==> config.mk <==
export PLATFORM = sky130hd
export DESIGN_NAME = store_queue
export DESIGN_NICKNAME = d
export VERILOG_FILES = /design/src/rtl/store_queue.sv
export SDC_FILE = /design/constraint.sdc
export NUM_CORES = 2
export LEC_CHECK = 0
export ABC_AREA = 1
export CORE_UTILIZATION = 40
export CTS_CLUSTER_DIAMETER = 100
export DETAILED_ROUTE_END_ITERATION = 12
export HOLD_SLACK_MARGIN = 0.05
export PLACE_DENSITY_LB_ADDON = 0.12
export SYNTH_ARGS = -nofsm -noshare
export SYNTH_HDL_FRONTEND = slang
export SYNTH_SLANG_ARGS = --single-unit
==> constraint.sdc <==
create_clock -name clk -period 13.8 [get_ports clk]
set_input_delay 2.07 -clock clk [delete_from_list [all_inputs] [get_ports clk]]
set_output_delay 2.07 -clock clk [all_outputs]
set_load 0.03 [all_outputs]
==> src/rtl/store_queue.sv <==
// In-order store queue: holds address-resolved stores until ROB retirement, drains one per cycle
// to the data-memory write port, and forwards lane-aligned data to younger loads.
module store_queue #(
    parameter int DEPTH  = 8,
    parameter int ADDR_W = 32,
    parameter int ROB_W  = 5,
    localparam int CNT_W = $clog2(DEPTH) + 1
) (
    input  logic              clk,
    input  logic              reset,
    input  logic              alloc_valid,
    output logic              alloc_ready,
    input  logic [ADDR_W-1:0] alloc_addr,
    input  logic [31:0]       alloc_data,
    input  logic [1:0]        alloc_size,
    input  logic [ROB_W-1:0]  alloc_rob_tag,
    input  logic              commit_valid,
    input  logic [ROB_W-1:0]  commit_rob_tag,
    input  logic              flush,
    input  logic              ld_valid,
    input  logic [ADDR_W-1:0] ld_addr,
    input  logic [1:0]        ld_size,
    output logic              fwd_hit,
    output logic              fwd_stall,
    output logic [31:0]       fwd_data,
    output logic              wb_valid,
    output logic [ADDR_W-1:0] wb_addr,
    output logic [31:0]       wb_data,
    output logic [3:0]        wb_strb,
    output logic [CNT_W-1:0]  count,
    output logic              full,
    output logic              empty
);

    localparam int IDX_W = $clog2(DEPTH);
    localparam int WA_W  = ADDR_W - 2;

    function automatic logic [3:0] size_mask(input logic [1:0] size);
        case (size)
            2'b00:   size_mask = 4'b0001;
            2'b01:   size_mask = 4'b0011;
            default: size_mask = 4'b1111;
        endcase
    endfunction

    logic              valid_r [DEPTH];
    logic [WA_W-1:0]   waddr_r [DEPTH];
    logic [ROB_W-1:0]  tag_r   [DEPTH];
    logic [3:0]        mask_r  [DEPTH];
    logic [31:0]       data_r  [DEPTH];

    logic [IDX_W-1:0]  head_r;
    logic [IDX_W-1:0]  tail_r;
    logic [CNT_W-1:0]  count_r;

    logic              full_s;
    logic              alloc_fire_s;
    logic              commit_fire_s;
    logic [3:0]        alloc_mask_s;
    logic [31:0]       alloc_shdata_s;
    logic [3:0]        ld_mask_s;

    assign full_s      = (count_r == CNT_W'(DEPTH));
    assign full        = full_s;
    assign empty       = (count_r == CNT_W'(0));
    assign alloc_ready = !full_s;
    assign count       = count_r;

    // Accept/retire decisions and lane alignment of the incoming store and load.
    always_comb begin
        alloc_fire_s   = alloc_valid && !full_s;
        commit_fire_s  = commit_valid && valid_r[head_r] && (tag_r[head_r] == commit_rob_tag);
        alloc_mask_s   = size_mask(alloc_size) << alloc_addr[1:0];
        alloc_shdata_s = alloc_data << {alloc_addr[1:0], 3'b000};
        ld_mask_s      = size_mask(ld_size) << ld_addr[1:0];
    end

    // Forwarding search: valid entries occupy head..tail-1, so walking back from tail-1 finds the youngest overlap first.
    always_comb begin
        logic found_s;
        found_s   = 1'b0;
        fwd_hit   = 1'b0;
        fwd_stall = 1'b0;
        fwd_data  = 32'h0;
        for (int i = 0; i < DEPTH; i++) begin : search
            logic [IDX_W-1:0] idx_s;
            logic [3:0]       common_s;
            idx_s    = tail_r - IDX_W'(1) - IDX_W'(i);
            common_s = mask_r[idx_s] & ld_mask_s;
            if (ld_valid && !found_s && valid_r[idx_s] &&
                (waddr_r[idx_s] == ld_addr[ADDR_W-1:2]) && (common_s != 4'b0000)) begin
                found_s = 1'b1;
                if (common_s == ld_mask_s) begin
                    fwd_hit  = 1'b1;
                    fwd_data = data_r[idx_s];
                end else begin
                    fwd_stall = 1'b1;
                end
            end else begin
                found_s = found_s;
            end
        end
    end

    // Queue state and write-back register; a commit in the flush cycle is older than the branch and still drains.
    always_ff @(posedge clk) begin
        if (reset) begin
            for (int i = 0; i < DEPTH; i++) begin
                valid_r[i] <= 1'b0;
            end
            head_r   <= IDX_W'(0);
            tail_r   <= IDX_W'(0);
            count_r  <= CNT_W'(0);
            wb_valid <= 1'b0;
            wb_addr  <= ADDR_W'(0);
            wb_data  <= 32'h0;
            wb_strb  <= 4'h0;
        end else begin
            wb_valid <= commit_fire_s;
            if (commit_fire_s) begin
                wb_addr <= {waddr_r[head_r], 2'b00};
                wb_data <= data_r[head_r];
                wb_strb <= mask_r[head_r];
            end
            if (flush) begin
                for (int i = 0; i < DEPTH; i++) begin
                    valid_r[i] <= 1'b0;
                end
                head_r  <= IDX_W'(0);
                tail_r  <= IDX_W'(0);
                count_r <= CNT_W'(0);
            end else begin
                if (commit_fire_s) begin
                    valid_r[head_r] <= 1'b0;
                    head_r          <= head_r + IDX_W'(1);
                end
                if (alloc_fire_s) begin
                    valid_r[tail_r] <= 1'b1;
                    waddr_r[tail_r] <= alloc_addr[ADDR_W-1:2];
                    tag_r[tail_r]   <= alloc_rob_tag;
                    mask_r[tail_r]  <= alloc_mask_s;
                    data_r[tail_r]  <= alloc_shdata_s;
                    tail_r          <= tail_r + IDX_W'(1);
                end
                case ({alloc_fire_s, commit_fire_s})
                    2'b10:   count_r <= count_r + CNT_W'(1);
                    2'b01:   count_r <= count_r - CNT_W'(1);
                    default: count_r <= count_r;
                endcase
            end
        end
    end

endmodule

==> reports/qor.yml <==
worst_setup_path:
  critPathLaunchType: "flop"
  cp.required_ns: 11.73
  rrSetupSlack_ns: 9.02
  crit_top_cell: "nand2_1"
  path_class: "reg -> out"
  startpoint: "tail_r[0]$_SDFFE_PP0P_"
  crit_fanout: 111
  critPathArrivalTime_ns: 9.68
  crit_slowest_cell: "nor2_4"
  r2r_cells: 14
  crit_path_end_kind: "output port"
  crit_end: "fwd_data[21]"
  cpPeakStageDelay_ns: 0.91
  r2r_end: "wb_addr[21]$_SDFFE_PP0P_"
  worstPathCellList: "inv_6 > ha_4 > inv_8 > nand2_1 > nand2_8 > buf_4 > nand2_1 > nand2_1 > nand2_1 > nand3_1 > nand2_1 > nand2_1 > nor2_1 > nand3_1 > nor2_4 > nor2_4 > nand4_2 > nor2_4 > nand3_2 > buf_4 > inv_2 > nand2_1 > nand2_1 > clkdlybuf4s50_1"
placed_design:
  post_dp_cell_area_um2: 54730
  dp_hpwl_um: 208700
  numPortBuffers: 223
  routabilityCongestion: 1.101
logic_synthesis:
  synth_top_family_by_area: "simple AND/OR/NAND/NOR gates"
  synth.avg_cell_area_um2: 6.433
  ys.flop_type: "edfxtp_1"
  synthXorXnorAreaFrac: 0.008481
  synth_mux_area_frac: 0.0009693
  syn_inst: 8027
  synth_cell_types: 53
  yosys.area_share.adder: 0.002084
  ys_ff_latch: 656
  synth_compound_area_frac: 0.1653
  yosysWarnings: 0
  async_flop_share: 0
  yosysSeqAreaShare: 0.3644
  syn_area_um2: 51630
  synth_simple_gate_area_share: 0.3578
  synth_edf_count: 568
detailed_routing:
  drtIter0Drc: 10230
  drt_wl_total_um: 286000
  drt-pass1-iter-count: 7
  drt-vias-per-instance: 6.062
  wl_met2_um: 104500
  detail-route-antenna-nets: 0
  wl_met1_um: 126200
  highest_layer: "met5"
  dr_wl_met3_um: 47740
  detailroute.via_count: 58560
  remaining_drc_errors: 0
  wl_per_cell_um: 29.61
pwr:
  pwr_density_cell_nw_per_um2: 105.5
  irDropWorstVdd_mv: 0.1019
  p_sw_frac: 0.3687
  p_comb_frac: 0.269
  leakagePower_uw: 0.02490
  internal_power_uw: 3833
  clkPwrFrac: 0.371
  p_switching_uw: 2239
  pwr-share-seq: 0.360
  power_uw: 6072
clocking:
  cts_buffers: 80
  post_cts_buffers: 0
  cts.sinks: 656
  holdBufCountCts: 0
  clk_latency_ns: 0.71
  cts_max_level: 3
  clockRootBuffer: "clkbuf_16"
  clk_pin_slew_ns: 0.06
  cts.path.max_buffers: 3
  post_cts_resized: 0
  cts_tree: "built"
cells_and_area:
  area_growth_pct: 11.47
  stdcell_area_um2: 57560
  nNetsFinal: 8041
  final_common_cell: "nand2_1"
  drive_gt1_frac: 0.04610
  mostFrequentLayoutCells: "3185 x nand2_1, 1055 x o21ai_0, 729 x nand3_1, 666 x inv_1, 568 x edfxtp_1"
timing:
  post-route-min-period_ns: 11.75
  relSlewSlack: -0.01004
  rsz0062_at_grt: "no"
  tightest_slew_ns: 1.499
  finalSetupTns_ns: 0
  min_period_over_period: 0.8512
  setup_viol: 0
  fmax_mhz: 85.13
  clock_skew_ns: 0.05888
  finalMaxSlewViolations: 2
  hold_slack_ns: 0.4669
  final-hold-violation-count: 0
floorplan:
  start_util: 0.4039
  ioPinCount: 226
  rows: 131
  die_x_um: 361.3
  dieHeight_um: 361.3
  die-area_um2: 130500
  core_um2: 127800
global_route:
  grtUsageTotal: 0.4257
  grt_max_degree: 137
  gr-total-overflow: 0
  grt_pass1_wl_um: 392600
  antenna_found_initial: 29
  grt_pass1_vias: 50690
outcome:
  violations: "capacitance limit, slew limit"
  status: "complete, but fails checks"
min_path:
  hp-class: "reg -> reg"
flow_run:
  cap_violations: 3
[flip-flops by register name, indices dropped and copies added (netlist names), named ones only]
| signal | flops |
|---|---|
| data_r | 256 |
| waddr_r | 240 |
| tag_r | 40 |
| mask_r | 32 |
| wb_data | 32 |
| wb_addr | 30 |
| valid_r | 8 |
| count | 4 |
| wb_strb | 4 |
| head_r | 3 |
| tail_r | 3 |
| wb_valid | 1 |
[how the worst min path moves through the flow]
stage	cells after the start	slack, ns	endpoint	from
after floorplan	2	0.47	valid_r[5]$_DFF_P_	valid_r[5]$_DFF_P_
after CTS	1	0.47	wb_data[18]$_SDFFE_PP0P_	wb_data[18]$_SDFFE_PP0P_
final	1	0.47	wb_data[18]$_SDFFE_PP0P_	wb_data[18]$_SDFFE_PP0P_
after global placement	1	0.45	wb_data[10]$_SDFFE_PP0P_	wb_data[10]$_SDFFE_PP0P_
after detailed placement	1	0.45	wb_data[18]$_SDFFE_PP0P_	wb_data[18]$_SDFFE_PP0P_
after global routing	1	0.49	wb_data[18]$_SDFFE_PP0P_	wb_data[18]$_SDFFE_PP0P_
[critical path: cells and delay by family, from the launching register on]
| kind | cells | cell delay (ns) |
|---|---|---|
| buffers and inverters | 6 | 2.95 |
| adders and majority gates | 1 | 0.60 |
| and+or+nand+nor | 17 | 4.17 |
| DFF | 1 | 0.87 |
[power by group through the flow]
stage / Clock (µW) / Sequential, µW / Combinational [µW]
after floorplan: 0 / 2220 / 883
after global placement: 0 / 2220 / 1530
after detailed placement: 0 / 2220 / 1530
after CTS: 2260 / 2180 / 1530
after global routing: 2340 / 2180 / 1710
final: 2250 / 2180 / 1630
[per-stage QoR]
stage	utilization	worst slack (ns)	instances
final	0.4502	2.053	9660
after global routing	0.4500	1.531	9648
after CTS	0.4499	2.240	9645
after detailed placement	0.4281	3.021	9497
after global placement	0.4281	3.140	9497
after floorplan	-	7.515	8028
[final cells by class]
cell class              instances  area [µm²]
fillers                     13320       70290
multi-input cells            6100       27820
flip-flops and latches        656       18830
repair buffers                358        3281
inverters                     721        2724
clock buffers                  98        2152
well taps                    1662        2079
clock inverters                50       638.1
diodes                         15       37.54
[cells by family after synthesis]
kind of cell	after synthesis
simple gates	4528
compound gates	1507
buf+inv	1272
flops	656
xor+xnor	50
fa+ha+maj	8
mux	5
other cells	1
[Yosys cell counts, types with 70 or more instances]
cell type,count,share of area
a221oi_1,103,0.017
buf_2,164,0.016
nand3_1,730,0.071
nand2_1,3188,0.23
nand4_1,118,0.014
edfxtp_1,568,0.33
dfxtp_1,88,0.034
clkbuf_1,275,0.020
o22ai_1,70,0.0085
nor2_1,399,0.029
inv_1,671,0.049
o21ai_0,1058,0.10
[metal layers]
metal | vias up | track usage
li1 | 26420 | -
met1 | 27550 | 0.6383
met2 | 4141 | 0.5404
met3 | 432 | 0.1841
met4 | 14 | 0.1083
met5 | - | 0.009619
No activity file was read; power rests on OpenSTA's default activity.
